$ cat config.mk
export PLATFORM = sky130hd
export DESIGN_NAME = mc_controller
export DESIGN_NICKNAME = d
export VERILOG_FILES = /design/src/rtl/mc_pkg.sv /design/src/rtl/mc_aludec.sv /design/src/rtl/mc_controller.sv
export SDC_FILE = /design/constraint.sdc
export NUM_CORES = 1
export LEC_CHECK = 0
export BUFFER_PORTS_ARGS = -buffer_cell sky130_fd_sc_hd__buf_2
export CAP_MARGIN = 20
export CORE_MARGIN = 2
export CORE_UTILIZATION = 49
export CTS_CLUSTER_SIZE = 10
export DETAILED_ROUTE_END_ITERATION = 10
export GPL_ROUTABILITY_DRIVEN = 0
export PLACE_DENSITY = 0.86
export SKIP_CTS_REPAIR_TIMING = 1
export SLEW_MARGIN = 25
export SYNTH_ARGS = -nofsm -noshare
export SYNTH_HDL_FRONTEND = slang
export SYNTH_SLANG_ARGS = --single-unit
$ cat constraint.sdc
create_clock -name clk -period 2.8 [get_ports clk]
set_input_delay 0.42 -clock clk [delete_from_list [all_inputs] [get_ports clk]]
set_output_delay 0.42 -clock clk [all_outputs]
set_load 0.05 [all_outputs]
$ cat src/rtl/mc_pkg.sv
// Shared definitions for the multicycle controller: FSM states, opcodes,
// funct codes and ALU control encodings.
package mc_pkg;

    typedef enum logic [3:0] {
        S_FETCH    = 4'd0,
        S_DECODE   = 4'd1,
        S_MEMADR   = 4'd2,
        S_MEMRD    = 4'd3,
        S_MEMWB    = 4'd4,
        S_MEMWR    = 4'd5,
        S_EXECUTE  = 4'd6,
        S_ALUWB    = 4'd7,
        S_BRANCH   = 4'd8,
        S_ADDIEXEC = 4'd9,
        S_ADDIWB   = 4'd10,
        S_JUMP     = 4'd11,
        S_FAULT    = 4'd12
    } state_t;

    typedef enum logic [1:0] {
        ALUOP_ADD   = 2'd0,
        ALUOP_SUB   = 2'd1,
        ALUOP_FUNCT = 2'd2
    } aluop_t;

    localparam logic [5:0] OP_RTYPE = 6'b000000;
    localparam logic [5:0] OP_LW    = 6'b100011;
    localparam logic [5:0] OP_SW    = 6'b101011;
    localparam logic [5:0] OP_BEQ   = 6'b000100;
    localparam logic [5:0] OP_BNE   = 6'b000101;
    localparam logic [5:0] OP_ADDI  = 6'b001000;
    localparam logic [5:0] OP_J     = 6'b000010;

    localparam logic [5:0] FN_ADD = 6'b100000;
    localparam logic [5:0] FN_SUB = 6'b100010;
    localparam logic [5:0] FN_AND = 6'b100100;
    localparam logic [5:0] FN_OR  = 6'b100101;
    localparam logic [5:0] FN_SLT = 6'b101010;

    localparam logic [2:0] ALU_ADD = 3'b010;
    localparam logic [2:0] ALU_SUB = 3'b110;
    localparam logic [2:0] ALU_AND = 3'b000;
    localparam logic [2:0] ALU_OR  = 3'b001;
    localparam logic [2:0] ALU_SLT = 3'b111;

    // R-type decode table: entry i maps FN_TABLE[i] to ALU_TABLE[i]
    localparam int FN_COUNT = 5;
    localparam logic [5:0] FN_TABLE  [FN_COUNT] = '{FN_ADD, FN_SUB, FN_AND, FN_OR, FN_SLT};
    localparam logic [2:0] ALU_TABLE [FN_COUNT] = '{ALU_ADD, ALU_SUB, ALU_AND, ALU_OR, ALU_SLT};

endpackage

$ cat src/rtl/mc_aludec.sv
// Combinational ALU decoder: maps aluop/funct to an alucontrol code and
// flags funct values that have no ALU operation.
module mc_aludec
    import mc_pkg::*;
(
    input  aluop_t      aluop,
    input  logic [5:0]  funct,
    output logic [2:0]  alucontrol,
    output logic        illegal
);

    logic [FN_COUNT-1:0] hit;
    logic [2:0]          funct_code;

    generate
        for (genvar gi = 0; gi < FN_COUNT; gi++) begin : g_fn
            assign hit[gi] = (funct == FN_TABLE[gi]);
        end
    endgenerate

    always_comb begin
        funct_code = ALU_ADD;
        for (int i = 0; i < FN_COUNT; i++) begin
            if (hit[i]) funct_code = ALU_TABLE[i];
        end
    end

    always_comb begin
        alucontrol = ALU_ADD;
        illegal    = 1'b0;
        case (aluop)
            ALUOP_ADD:   alucontrol = ALU_ADD;
            ALUOP_SUB:   alucontrol = ALU_SUB;
            ALUOP_FUNCT: begin
                alucontrol = funct_code;
                illegal    = ~|hit;
            end
            default:     alucontrol = ALU_ADD;
        endcase
    end

endmodule

$ cat src/rtl/mc_controller.sv
// Multicycle Moore control FSM with unified-memory handshake, a bounded
// wait counter on memory accesses and a sticky FAULT state.
module mc_controller
    import mc_pkg::*;
#(
    parameter int MEM_TIMEOUT = 15,
    parameter int EN_EXT_OPS  = 1
) (
    input  logic        clk,
    input  logic        reset,
    input  logic [5:0]  op,
    input  logic [5:0]  funct,
    input  logic        zero,
    input  logic        mem_ready,
    output logic        pcen,
    output logic        iord,
    output logic        memread,
    output logic        memwrite,
    output logic        irwrite,
    output logic        regdst,
    output logic        memtoreg,
    output logic        regwrite,
    output logic        alusrca,
    output logic [1:0]  alusrcb,
    output logic [1:0]  pcsrc,
    output logic [2:0]  alucontrol,
    output logic        fault,
    output logic [3:0]  state
);

    localparam int CNT_W = (MEM_TIMEOUT < 1) ? 1 : $clog2(MEM_TIMEOUT + 1);
    localparam logic [CNT_W-1:0] CNT_MAX = CNT_W'(MEM_TIMEOUT);

    state_t           state_reg, state_next;
    logic [CNT_W-1:0] wait_cnt_reg, wait_cnt_next;
    aluop_t           aluop;
    logic             funct_illegal;
    logic             pcwrite;
    logic             ext_ok, is_beq, is_bne;
    logic             wait_state, timed_out, branch_take;

    mc_aludec u_aludec (
        .aluop      (aluop),
        .funct      (funct),
        .alucontrol (alucontrol),
        .illegal    (funct_illegal)
    );

    assign ext_ok     = (EN_EXT_OPS != 0);
    assign is_beq     = (op == OP_BEQ);
    assign is_bne     = ext_ok && (op == OP_BNE);
    assign wait_state = state_reg inside {S_FETCH, S_MEMRD, S_MEMWR};
    // ready in the final counted cycle still completes the access
    assign timed_out  = wait_state && !mem_ready && (wait_cnt_reg == CNT_MAX);

    always_ff @(posedge clk) begin
        if (reset) begin
            state_reg    <= S_FETCH;
            wait_cnt_reg <= '0;
        end else begin
            state_reg    <= state_next;
            wait_cnt_reg <= wait_cnt_next;
        end
    end

    // Any state change starts the next wait state with a clean count
    always_comb begin
        wait_cnt_next = wait_cnt_reg;
        if (state_next != state_reg)
            wait_cnt_next = '0;
        else if (wait_state && !mem_ready && (wait_cnt_reg != CNT_MAX))
            wait_cnt_next = wait_cnt_reg + 1'b1;
    end

    always_comb begin
        state_next = state_reg;
        aluop      = ALUOP_ADD;
        pcwrite    = 1'b0;
        iord       = 1'b0;
        memread    = 1'b0;
        memwrite   = 1'b0;
        irwrite    = 1'b0;
        regdst     = 1'b0;
        memtoreg   = 1'b0;
        regwrite   = 1'b0;
        alusrca    = 1'b0;
        alusrcb    = 2'b00;
        pcsrc      = 2'b00;

        case (state_reg)
            S_FETCH: begin
                memread = 1'b1;
                alusrcb = 2'b01;
                if (mem_ready) begin
                    irwrite    = 1'b1;
                    pcwrite    = 1'b1;
                    state_next = S_DECODE;
                end else if (timed_out) begin
                    state_next = S_FAULT;
                end
            end
            S_DECODE: begin
                alusrcb = 2'b11;
                case (op)
                    OP_LW, OP_SW: state_next = S_MEMADR;
                    OP_RTYPE:     state_next = S_EXECUTE;
                    OP_BEQ:       state_next = S_BRANCH;
                    OP_BNE:       state_next = ext_ok ? S_BRANCH : S_FAULT;
                    OP_ADDI:      state_next = ext_ok ? S_ADDIEXEC : S_FAULT;
                    OP_J:         state_next = S_JUMP;
                    default:      state_next = S_FAULT;
                endcase
            end
            S_MEMADR: begin
                alusrca    = 1'b1;
                alusrcb    = 2'b10;
                state_next = (op == OP_SW) ? S_MEMWR : S_MEMRD;
            end
            S_MEMRD: begin
                iord    = 1'b1;
                memread = 1'b1;
                if (mem_ready)      state_next = S_MEMWB;
                else if (timed_out) state_next = S_FAULT;
            end
            S_MEMWB: begin
                memtoreg   = 1'b1;
                regwrite   = 1'b1;
                state_next = S_FETCH;
            end
            S_MEMWR: begin
                iord     = 1'b1;
                memwrite = 1'b1;
                if (mem_ready)      state_next = S_FETCH;
                else if (timed_out) state_next = S_FAULT;
            end
            S_EXECUTE: begin
                alusrca    = 1'b1;
                aluop      = ALUOP_FUNCT;
                state_next = funct_illegal ? S_FAULT : S_ALUWB;
            end
            S_ALUWB: begin
                regdst     = 1'b1;
                regwrite   = 1'b1;
                state_next = S_FETCH;
            end
            S_BRANCH: begin
                alusrca    = 1'b1;
                aluop      = ALUOP_SUB;
                pcsrc      = 2'b01;
                state_next = S_FETCH;
            end
            S_ADDIEXEC: begin
                alusrca    = 1'b1;
                alusrcb    = 2'b10;
                state_next = S_ADDIWB;
            end
            S_ADDIWB: begin
                regwrite   = 1'b1;
                state_next = S_FETCH;
            end
            S_JUMP: begin
                pcsrc      = 2'b10;
                pcwrite    = 1'b1;
                state_next = S_FETCH;
            end
            S_FAULT: state_next = S_FAULT;
            default: state_next = S_FAULT;
        endcase

        branch_take = (state_reg == S_BRANCH) && ((is_beq && zero) || (is_bne && !zero));
        pcen        = pcwrite | branch_take;

        // Nothing may commit in the cycle reset is being applied
        if (reset) begin
            pcen     = 1'b0;
            irwrite  = 1'b0;
            regwrite = 1'b0;
            memwrite = 1'b0;
        end
    end

    assign fault = (state_reg == S_FAULT);
    assign state = state_reg;

endmodule

==> impl_metrics.yaml <==
cts:
  path_clk_slew_ns: 0.06
  clock-sinks: 8
  cts_root_buf: "clkbuf_4"
  h-tree-depth: 1
  clk_latency_ns: 0.27
  clockBufferDepth: 2
  numCtsBuffers: 3
  cts_tree: "built"
floorplan:
  core_area_um2: 1980
  design.die.area_um2: 2510
  die_h_um: 50.1
  start_util_pct: 52.7
  rows: 16
  dieWidth_um: 50.1
  ioPinCount: 37
synth:
  synth.most_common_cell: "nor2_1"
  synth_edf_count: 0
  yosysTopAreaCellShare_pct: 15.3
  synthFlopType: "dfxtp_1"
  syn-cell-area_um2: 1040
  ys_async_sr_fraction_pct: 0
  ys_ff_latch: 8
  synth_area_leaders: "dfxtp_1 15%, a21oi_1 6.7%, nor2_1 6.5%, nor3_1 6.2%, mux2i_1 4.8%"
  ys_types: 45
  synth_largest_area_cell: "dfxtp_1"
  synth_common_cells: "18 x nor2_1, 14 x a21oi_1, 13 x nor3_1, 8 x dfxtp_1, 7 x nand2b_1"
  syn_area_per_cell_um2: 6.96
  synth_warnings: 0
  mappedNetlistNets: 169
  yosysSeqAreaShare_pct: 15.3
  synthCells: 150
critical_path:
  slowest_delay_ns: 0.37
  crit_chain: "nand2b_1, nor3_4, inv_1, ha_1, or3_4, buf_2"
  worstSetupPathType: "flop to output pin"
  startpoint: "state[2]$_SDFF_PP0_"
  cp-end-kind: "output pin"
  required_ns: 2.38
  cp.arrival_ns: 2.20
  critPathBufInv: 2
  critPathMaxFanout: 9
  reg2reg_from: "state[3]$_SDFF_PP0_"
  slowest_stage: "ha_1"
  start_kind: "flop"
  path_delay_family: "simple AND/OR/NAND/NOR gates"
cells_and_area:
  multi_input_area_um2: 861
  stdcell_count: 210
  fin_nets: 204
  antennaDiodeCount: 0
  drive_gt1_share_pct: 33.3
  fillers: 173
  post-route-util_pct: 66.6
  regArea_um2: 163
  synthToLayoutAreaGrowth_pct: 26.5
placed_design:
  place_ws_ns: 0.354
  hpwl_um: 2320
  placed_cells: 207
  port_buffers: 36
power:
  p_per_area_nw_per_um2: 1130
  power_uw: 1490
  vdd_drop_max_mv: 0.820
  leakage_uw: 0.000583
sta:
  setup_slack_ns: 0.185
  final.setup.tns_ns: 0
  clock_skew_ns: 0.0141
  max_clock_freq_mhz: 382
  min_period_ns: 2.62
  worst_pin_slew_ns: 0.572
  rsz0062_at_grt: "false"
  final_hold_viol_count: 0
  fin_crit_sh_pct: 93.4
  setup_viol: 0
  maxSlewHeadroom_pct: 61.5
  slew_viol_final: 0
drt:
  wl_um: 3090
  wire_per_inst_um: 14.7
  drt_iter0_markers: 45
  dr_total_vias: 1300
  dr.pass1.iters: 4
  ant_nets: 0
  detail_route.vias_per_cell: 6.19
  post-route-drc-count: 0
global_routing:
  grt_usage_pct: 26.1
  grt_max_degree: 22
  grt_overflow_total: 0
  antenna_found_initial: 0
  grt_pass1_wl_um: 5220
  grt_pass1_vias: 1189
worst_hold_path:
  min_path_type: "primary input to flop"
  min_from: "reset"
run_status:
  status: "completed"
flow_run:
  maxCapViolations: 0
## kinds of logic after synthesis
kind of cell / after synthesis / share of synthesized area, %
fa+ha+maj: 3 / 3.60
simple gates: 76 / 42.0
flops: 8 / 15.3
mux: 5 / 4.80
compound gates: 36 / 22.8
buf+inv: 17 / 7.31
xor+xnor: 5 / 4.20
## through the flow
step	cell area (um2)	hold slack, ns
after CTS	1320	0.474
after global routing	1320	0.489
after detailed placement	1300	0.551
final	1320	0.471
after floorplan	1100	0.514
after global placement	1300	0.530
## final timing paths
path	endpoint	slack (ns)	cells past startpoint
setup / recovery	alucontrol[1]	0.18	6
hold / removal	state[0]$_SDFF_PP0_	0.47	2
hold reg to reg	wait_cnt_reg[1]$_SDFFE_PP0P_	0.55	2
setup reg to reg	wait_cnt_reg[3]$_SDFFE_PP0P_	0.33	10
## metal layers
layer | up-vias | share of wire (%) | global-route usage [%]
met3 | 10 | 11 | 4.46
met1 | 566 | 40 | 32.4
li1 | 634 | - | -
met2 | 90 | 47 | 44.3
met4 | 0 | 2.4 | 10.6
met5 | - | 0 | 0
## area by class of cell
cell class,count,share of cell area [%]
well taps,27,2.56
multi-input cells,125,65.2
inverters,6,1.71
clock buffers,3,1.71
repair buffers,41,16.5
flip-flops and latches,8,12.3
## power by group
part	internal [uW]	switching [uW]	leakage [uW]	total (uW)
Sequential	146	35.9	0.0000659	182
Clock	49.4	45.7	0.0000138	95.2
Combinational	352	864	0.000503	1220
Total	547	945	0.000583	1490
## cells in the final DEF, fill, tap and decap left out, types with 2 or more instances in the layout
cell and instances:
nor2_4 2, dfxtp_1 6, nor3_4 2, nor2b_1 3, nor4_2 3, mux2i_1 5
o311ai_0 2, nor2_1 14, xnor2_1 2, dfxtp_2 2, nor2_2 2, o21ai_0 4
clkbuf_4 3, nand2b_1 7, inv_1 6, a21oi_1 14, nand3_1 6, nor3_1 11
nand2_1 6, or4b_1 2, nor4_1 2, a31oi_1 4, and3_1 3, buf_2 36
nor3b_1 2, ha_1 3, xor2_1 3, buf_4 5, nand4_1 3
## worst reg2reg max path, delay by kind of cell, from the launching register on
family                     cells  cell delay (ns)
AOI/OAI and AO/OA              1             0.22
DFF                            1             0.36
adders and majority gates      1             0.20
and+or+nand+nor                6             1.39
buffers and inverters          2             0.17
(Power assumes the default switching activity.)
